==> src/rtl/shifter_pkg.sv <==
// Shared definitions for the pipelined barrel shifter: op encodings and shamt width.
// Rotate support is selected by the SHIFTER_ROTATE_EN macro in the stage logic.
package shifter_pkg;

  typedef enum logic [1:0] {
    OP_SLL = 2'b00,
    OP_SRL = 2'b01,
    OP_SRA = 2'b10,
    OP_ROR = 2'b11
  } shift_op_e;

  // Number of shift-amount bits, which is also the number of pipeline stages.
  function automatic int shamt_w(input int width);
    return (width > 1) ? $clog2(width) : 1;
  endfunction

endpackage

==> src/rtl/shift_stage.sv <==
// One pipeline stage of pipe_shifter: conditional shift by 2^STAGE plus its register slice.
// With SHIFTER_ROTATE_EN defined op 11 rotates right; otherwise it behaves as SRL.
module shift_stage
  import shifter_pkg::*;
#(
  parameter int WIDTH = 32,
  parameter int STAGE = 0,
  parameter int TAG_W = 4,
  localparam int SW = shamt_w(WIDTH)
) (
  input  logic             clk,
  input  logic             rst,
  input  logic             flush,
  input  logic             up_valid,
  output logic             up_ready,
  input  logic [WIDTH-1:0] up_data,
  input  logic [SW-1:0]    up_shamt,
  input  shift_op_e        up_op,
  input  logic [TAG_W-1:0] up_tag,
  input  logic             up_sign,
  output logic             dn_valid,
  input  logic             dn_ready,
  output logic [WIDTH-1:0] dn_data,
  output logic [SW-1:0]    dn_shamt,
  output shift_op_e        dn_op,
  output logic [TAG_W-1:0] dn_tag,
  output logic             dn_sign
);

  localparam int AMT = 1 << STAGE;

  logic [WIDTH-1:0] shifted;

  always_comb begin
    shifted = up_data;
    if (up_shamt[STAGE]) begin
      case (up_op)
        OP_SLL:  shifted = up_data << AMT;
        // Fill with the sign captured at acceptance, not the current MSB.
        OP_SRA:  shifted = {{AMT{up_sign}}, up_data[WIDTH-1:AMT]};
`ifdef SHIFTER_ROTATE_EN
        OP_ROR:  shifted = {up_data[AMT-1:0], up_data[WIDTH-1:AMT]};
`endif
        default: shifted = up_data >> AMT;
      endcase
    end
  end

  // Handshake: a transfer happens on an edge where valid && ready are both high.
  // This slice can take a new op when it is empty or its content leaves this edge.
  assign up_ready = !dn_valid || dn_ready;

  always_ff @(posedge clk) begin
    if (rst) begin
      dn_valid <= 1'b0;
      dn_data  <= '0;
      dn_shamt <= '0;
      dn_op    <= OP_SLL;
      dn_tag   <= '0;
      dn_sign  <= 1'b0;
    end else if (flush) begin
      dn_valid <= 1'b0;
    end else if (up_ready) begin
      dn_valid <= up_valid;
      if (up_valid) begin
        dn_data  <= shifted;
        dn_shamt <= up_shamt;
        dn_op    <= up_op;
        dn_tag   <= up_tag;
        dn_sign  <= up_sign;
      end
    end
  end

endmodule

==> src/rtl/pipe_shifter.sv <==
// Pipelined barrel shifter: one shift_stage per shamt bit, valid/ready on both ends.
// Define SHIFTER_ROTATE_EN to make op 11 a rotate-right instead of SRL.
module pipe_shifter
  import shifter_pkg::*;
#(
  parameter int WIDTH = 32,
  parameter int TAG_W = 4,
  localparam int S = shamt_w(WIDTH)
) (
  input  logic             clk,
  input  logic             rst,
  input  logic             flush,
  input  logic             in_valid,
  output logic             in_ready,
  input  logic [WIDTH-1:0] in_data,
  input  logic [S-1:0]     in_shamt,
  input  logic [1:0]       in_op,
  input  logic [TAG_W-1:0] in_tag,
  output logic             out_valid,
  input  logic             out_ready,
  output logic [WIDTH-1:0] out_data,
  output logic [TAG_W-1:0] out_tag
);

  // Index 0 is the input port; index k+1 is the output of stage k.
  logic             valid_c [0:S];
  logic             ready_c [0:S];
  logic [WIDTH-1:0] data_c  [0:S];
  logic [S-1:0]     shamt_c [0:S];
  shift_op_e        op_c    [0:S];
  logic [TAG_W-1:0] tag_c   [0:S];
  logic             sign_c  [0:S];

  assign valid_c[0] = in_valid;
  assign data_c[0]  = in_data;
  assign shamt_c[0] = in_shamt;
  assign op_c[0]    = shift_op_e'(in_op);
  assign tag_c[0]   = in_tag;
  assign sign_c[0]  = in_data[WIDTH-1];
  assign ready_c[S] = out_ready;
  assign in_ready   = ready_c[0];

  for (genvar k = 0; k < S; k++) begin : g_stage
    shift_stage #(
      .WIDTH(WIDTH),
      .STAGE(k),
      .TAG_W(TAG_W)
    ) u_stage (
      .clk      (clk),
      .rst      (rst),
      .flush    (flush),
      .up_valid (valid_c[k]),
      .up_ready (ready_c[k]),
      .up_data  (data_c[k]),
      .up_shamt (shamt_c[k]),
      .up_op    (op_c[k]),
      .up_tag   (tag_c[k]),
      .up_sign  (sign_c[k]),
      .dn_valid (valid_c[k+1]),
      .dn_ready (ready_c[k+1]),
      .dn_data  (data_c[k+1]),
      .dn_shamt (shamt_c[k+1]),
      .dn_op    (op_c[k+1]),
      .dn_tag   (tag_c[k+1]),
      .dn_sign  (sign_c[k+1])
    );
  end

  assign out_valid = valid_c[S];
  assign out_data  = data_c[S];
  assign out_tag   = tag_c[S];

  // Control sideband is no longer needed once the last stage has shifted.
  logic unused_tail;
  assign unused_tail = ^{shamt_c[S], op_c[S], sign_c[S]};

endmodule

==> config.mk <==
export PLATFORM = sky130hd
export DESIGN_NAME = pipe_shifter
export DESIGN_NICKNAME = d
export VERILOG_FILES = /design/src/rtl/shifter_pkg.sv /design/src/rtl/shift_stage.sv /design/src/rtl/pipe_shifter.sv
export SDC_FILE = /design/constraint.sdc
export NUM_CORES = 1
export LEC_CHECK = 0
export CAP_MARGIN = 20
export CORE_ASPECT_RATIO = 1.25
export CORE_MARGIN = 2
export CORE_UTILIZATION = 31
export CTS_BUF_LIST = sky130_fd_sc_hd__clkbuf_4
export CTS_CLUSTER_DIAMETER = 60
export DETAILED_ROUTE_END_ITERATION = 7
export PLACE_DENSITY = 0.47
export SYNTH_ARGS = -nofsm -noshare
export SYNTH_HDL_FRONTEND = slang
export SYNTH_SLANG_ARGS = --single-unit
==> constraint.sdc <==
create_clock -name clk -period 2.31 [get_ports clk]
set_clock_uncertainty 0.05 [all_clocks]
set_input_delay 0.5775 -clock clk [delete_from_list [all_inputs] [get_ports clk]]
set_output_delay 0.5775 -clock clk [all_outputs]
set_load 0.02 [all_outputs]
==> run summary <==
* finished, final reports clean — outcome
* 60 ps — CTS clock-pin slew for the worst setup and hold paths
* 1315 — number of cells produced by synthesis
* 209 um — die height
* 85 — input/output buffers
* 168 um — horizontal die dimension
* 57 — number of clock buffers inserted by TritonCTS
* 6 — depth of the most critical reg-to-reg path
* 39 — number of unique standard cell types used by synthesis
* 37 — count of cells resized by post-cts repair
* 27400 um — total routed wirelength
* 11700 um2 — placed standard-cell area
* 0 — Synth Area in XOR/XNOR
* 0 — final slew viol count
* buffers and inverters — largest delay contributor family on the critical path
* 15.0 um — Wirelength per Cell
* 2 — count of cells along the worst hold path
* g_stage[2].u_stage.dn_data[26] — worst reg2reg endpoint
* 0 — DRC viols
* 0 — hold_buf cts
* 682 ps — transition time at the pin with the least slew margin
* 449 — Iter 0 DRT Violations
* 5 — number of detailed-routing iterations run before antenna repair
* clkdlybuf4s50_1 -> and4b_1 -> nand3_1 -> buf_2 — cell chain of the critical path
* nand2_1, dfxtp_1, nor2_1, a21oi_1, mux2i_1 — commonest non-fill, non-tap cells in the layout
* 5.01 — Avg Vias per Cell
* 0.211 — post-synthesis compound-gate area fraction
* 2 — count of buffer and inverter cells on the critical path
* done — CTS tree
* 0 — Ys Warns
* 18900 um — DP HPWL
* g_stage[2].u_stage.dn_data[6] — Endpoint, Worst Hold
* 5.86 mW — Internal Pwr Total
* 0 — share of synthesized flip-flops with an asynchronous set or reset
* 1824 — post-route non-filler standard cell count
* 0 — post-route antenna net violation count
* 1.88 mW — switching component of the power
* 0.452 — power share of the clock group
* 1363 — post-synthesis net count
* 0.118 — layout cells sized above 1
* 86 — I/O pin total
* 7.92 um2 — mean instance size in the synthesized netlist
* rst — Min-Delay Startpoint
* 0.0999 — multiplexer fraction of the synthesized cell area
* 0.211 — share of synthesized cell area in and, or, nand and nor gates
* 0.961 — fraction of the cycle the final worst path needs
* 33300 um2 — Core Area
* 9140 — overall via count from detail_route
* output pin — Worst Setup End Kind
* 450 ps — Max stage delay on crit path
* 1720 — Cells after DPL
* 623 nW/um2 — total power per unit cell area
* 0.073 — share of power burned in combinational logic
* 0.156 — overall track demand over capacity in global routing
* 4 — crit-path max FO
* 430 ps — R2R setup slack
* 3 — deepest clock path buffer count
* 2220 ps — post-layout min period
* 451 MHz — max frequency
* 1680 ps — Worst EP required
* 19.3% — area added between synthesis and finish
* 0 — setup-violating endpoint count in the final report
* 3569 — layout filler cell count
* 0 — post-CTS setup buffer count
* 0 ps — total negative setup slack
* 0 — GRT overflow
* 2 — Max H-tree Level
* nand2_1 — commonest non-fill, non-tap cell in the layout
* 12400 um2 — post-route standard cell area excluding fillers
* 4.23 nW — Pleak
* 35100 um2 — Die Outline Area
* 4 — critical path depth
* 0.313 — Initial Util
* input port — kind of launch point of the worst setup path
* 0.268 mV — Peak supply drop
* 67 — maximum number of pins on one net before global-route repair
* simple AND/OR/NAND/NOR gates — largest family of logic cells by synthesized area
* 710 ps — clock latency of the later-clocked register in the worst-skew pair
* 0.243 — Net Sw Frac
* 8674 — number of global-route vias before repair
* 207 — Sink Count
* 0.545 — Rel. slew slack
* 0 — number of maximum-capacitance constraint violations
* 45600 um — global-route wire length before repair
* 1590 ps — data arrival time of the critical path
* dfxtp_1 — top_reg_cell synth
* input port to output pin — Crit Path Category
* 0.779 — gp weighted congestion
* 207 — Synth Register Bits
* 75 — standard-cell rows
* 10400 um2 — cell area after synthesis
* 1 — number of antenna violations at the first check in global routing
* 0 — total count of hold-check failures in the final report
* clkdlybuf4s50_1 — CP max stage cell
* 0 — count of flip-flops with a built-in enable after synthesis
* clkbuf_4 — cell at the root of the clock tree
* 1404 — count of nets after finishing
* false — setup repair after global routing missed its margin
* 0.475 — sequential fraction of design power
* g_stage[3].u_stage.dn_valid — reg-to-reg startpoint
* 0.398 — sequential share of the synthesized area
* input port to register — classification of the worst-slack hold path
* 0 — Adder-Cell Fraction of Synth Area
==> sequential cells by signal, indices dropped and copies added, names as in the netlist <==
signal / cells
g_stage.u_stage.dn_sign: 4
g_stage.u_stage.dn_shamt: 10
g_stage.u_stage.dn_data: 160
g_stage.u_stage.dn_valid: 5
g_stage.u_stage.dn_op: 8
g_stage.u_stage.dn_tag: 20
==> metal layers <==
metal / GRT usage / vias up / wire (um)
li1: - / 4696 / -
met3: 0.0286 / 48 / 1100
met1: 0.207 / 4211 / 13000
met4: 0.0609 / 0 / 766
met5: 0 / - / 0
met2: 0.252 / 185 / 12500
==> final cells by class <==
cell class | instances | area (um2) | area share
clock inverter | 13 | 106 | 0.00856
antenna | 1 | 2.50 | 0.000201
timing repair buffer | 138 | 1420 | 0.114
sequential | 207 | 4150 | 0.334
clock buffer | 90 | 676 | 0.0544
multi-input combinational | 934 | 5480 | 0.441
inverter | 18 | 67.6 | 0.00544
tap | 423 | 529 | 0.0426
==> cells in the mapped netlist (2+ instances only) <==
| master | count | share of area |
|---|---|---|
| or3b_1 | 2 | 0.0017 |
| o21a_1 | 3 | 0.0022 |
| or2_2 | 3 | 0.0018 |
| buf_6 | 3 | 0.0032 |
| a211o_1 | 72 | 0.061 |
| a311o_1 | 26 | 0.025 |
| nand2b_1 | 3 | 0.0018 |
| buf_4 | 34 | 0.024 |
| nor3_1 | 56 | 0.027 |
| a21boi_0 | 2 | 0.0014 |
| buf_2 | 27 | 0.013 |
| dfxtp_1 | 207 | 0.40 |
| nor2b_1 | 17 | 0.010 |
| mux2i_1 | 104 | 0.10 |
| a211oi_1 | 23 | 0.017 |
| inv_1 | 18 | 0.0065 |
| nand3b_1 | 26 | 0.019 |
| a221oi_1 | 16 | 0.013 |
| a311oi_1 | 14 | 0.012 |
| a21oi_1 | 114 | 0.055 |
| clkbuf_1 | 88 | 0.032 |
| o21ai_0 | 27 | 0.013 |
| buf_1 | 4 | 0.0014 |
| o22ai_1 | 13 | 0.0078 |
| nor2_1 | 189 | 0.068 |
| o21ai_1 | 2 | 0.00096 |
| nand2_1 | 210 | 0.076 |
==> worst max path at each step <==
stage,endpoint,from
2_1_floorplan,g_stage[4].u_stage.dn_data[0],flush
3_3_place_gp,in_ready,out_ready
3_5_place_dp,in_ready,out_ready
4_1_cts,out_data[22],g_stage[4].u_stage.dn_data[22]
5_1_grt,in_ready,g_stage[4].u_stage.dn_valid
6_report,in_ready,out_ready
==> cell families after synthesis <==
logic type / after synthesis
AO/OA/AOI/OAI: 316
AND/OR/NAND/NOR: 514
flip-flops: 207
multiplexers: 104
buffers and inverters: 174
==> per-stage QoR <==
step | util | hold WS, ps | worst slack [ps] | total power, mW
after detailed placement | 0.350 | 388 | -323 | 4.33
final | 0.373 | 172 | 90.8 | 7.74
after global routing | 0.373 | 141 | 12.5 | 8.19
after global placement | 0.350 | 384 | -319 | 4.32
after floorplan | - | 382 | 379 | 4.10
after CTS | 0.373 | 108 | 1.98 | 7.94
==> power groups by stage <==
| stage | Clock (mW) | Combinational, mW | Sequential (mW) |
|---|---|---|---|
| 6_report | 3.50 | 0.564 | 3.68 |
| 5_1_grt | 3.88 | 0.631 | 3.69 |
| 4_1_cts | 3.68 | 0.571 | 3.68 |
| 3_5_place_dp | 0 | 0.570 | 3.76 |
| 3_3_place_gp | 0 | 0.564 | 3.76 |
| 2_1_floorplan | 0 | 0.358 | 3.74 |
(Power assumes the default switching activity.)
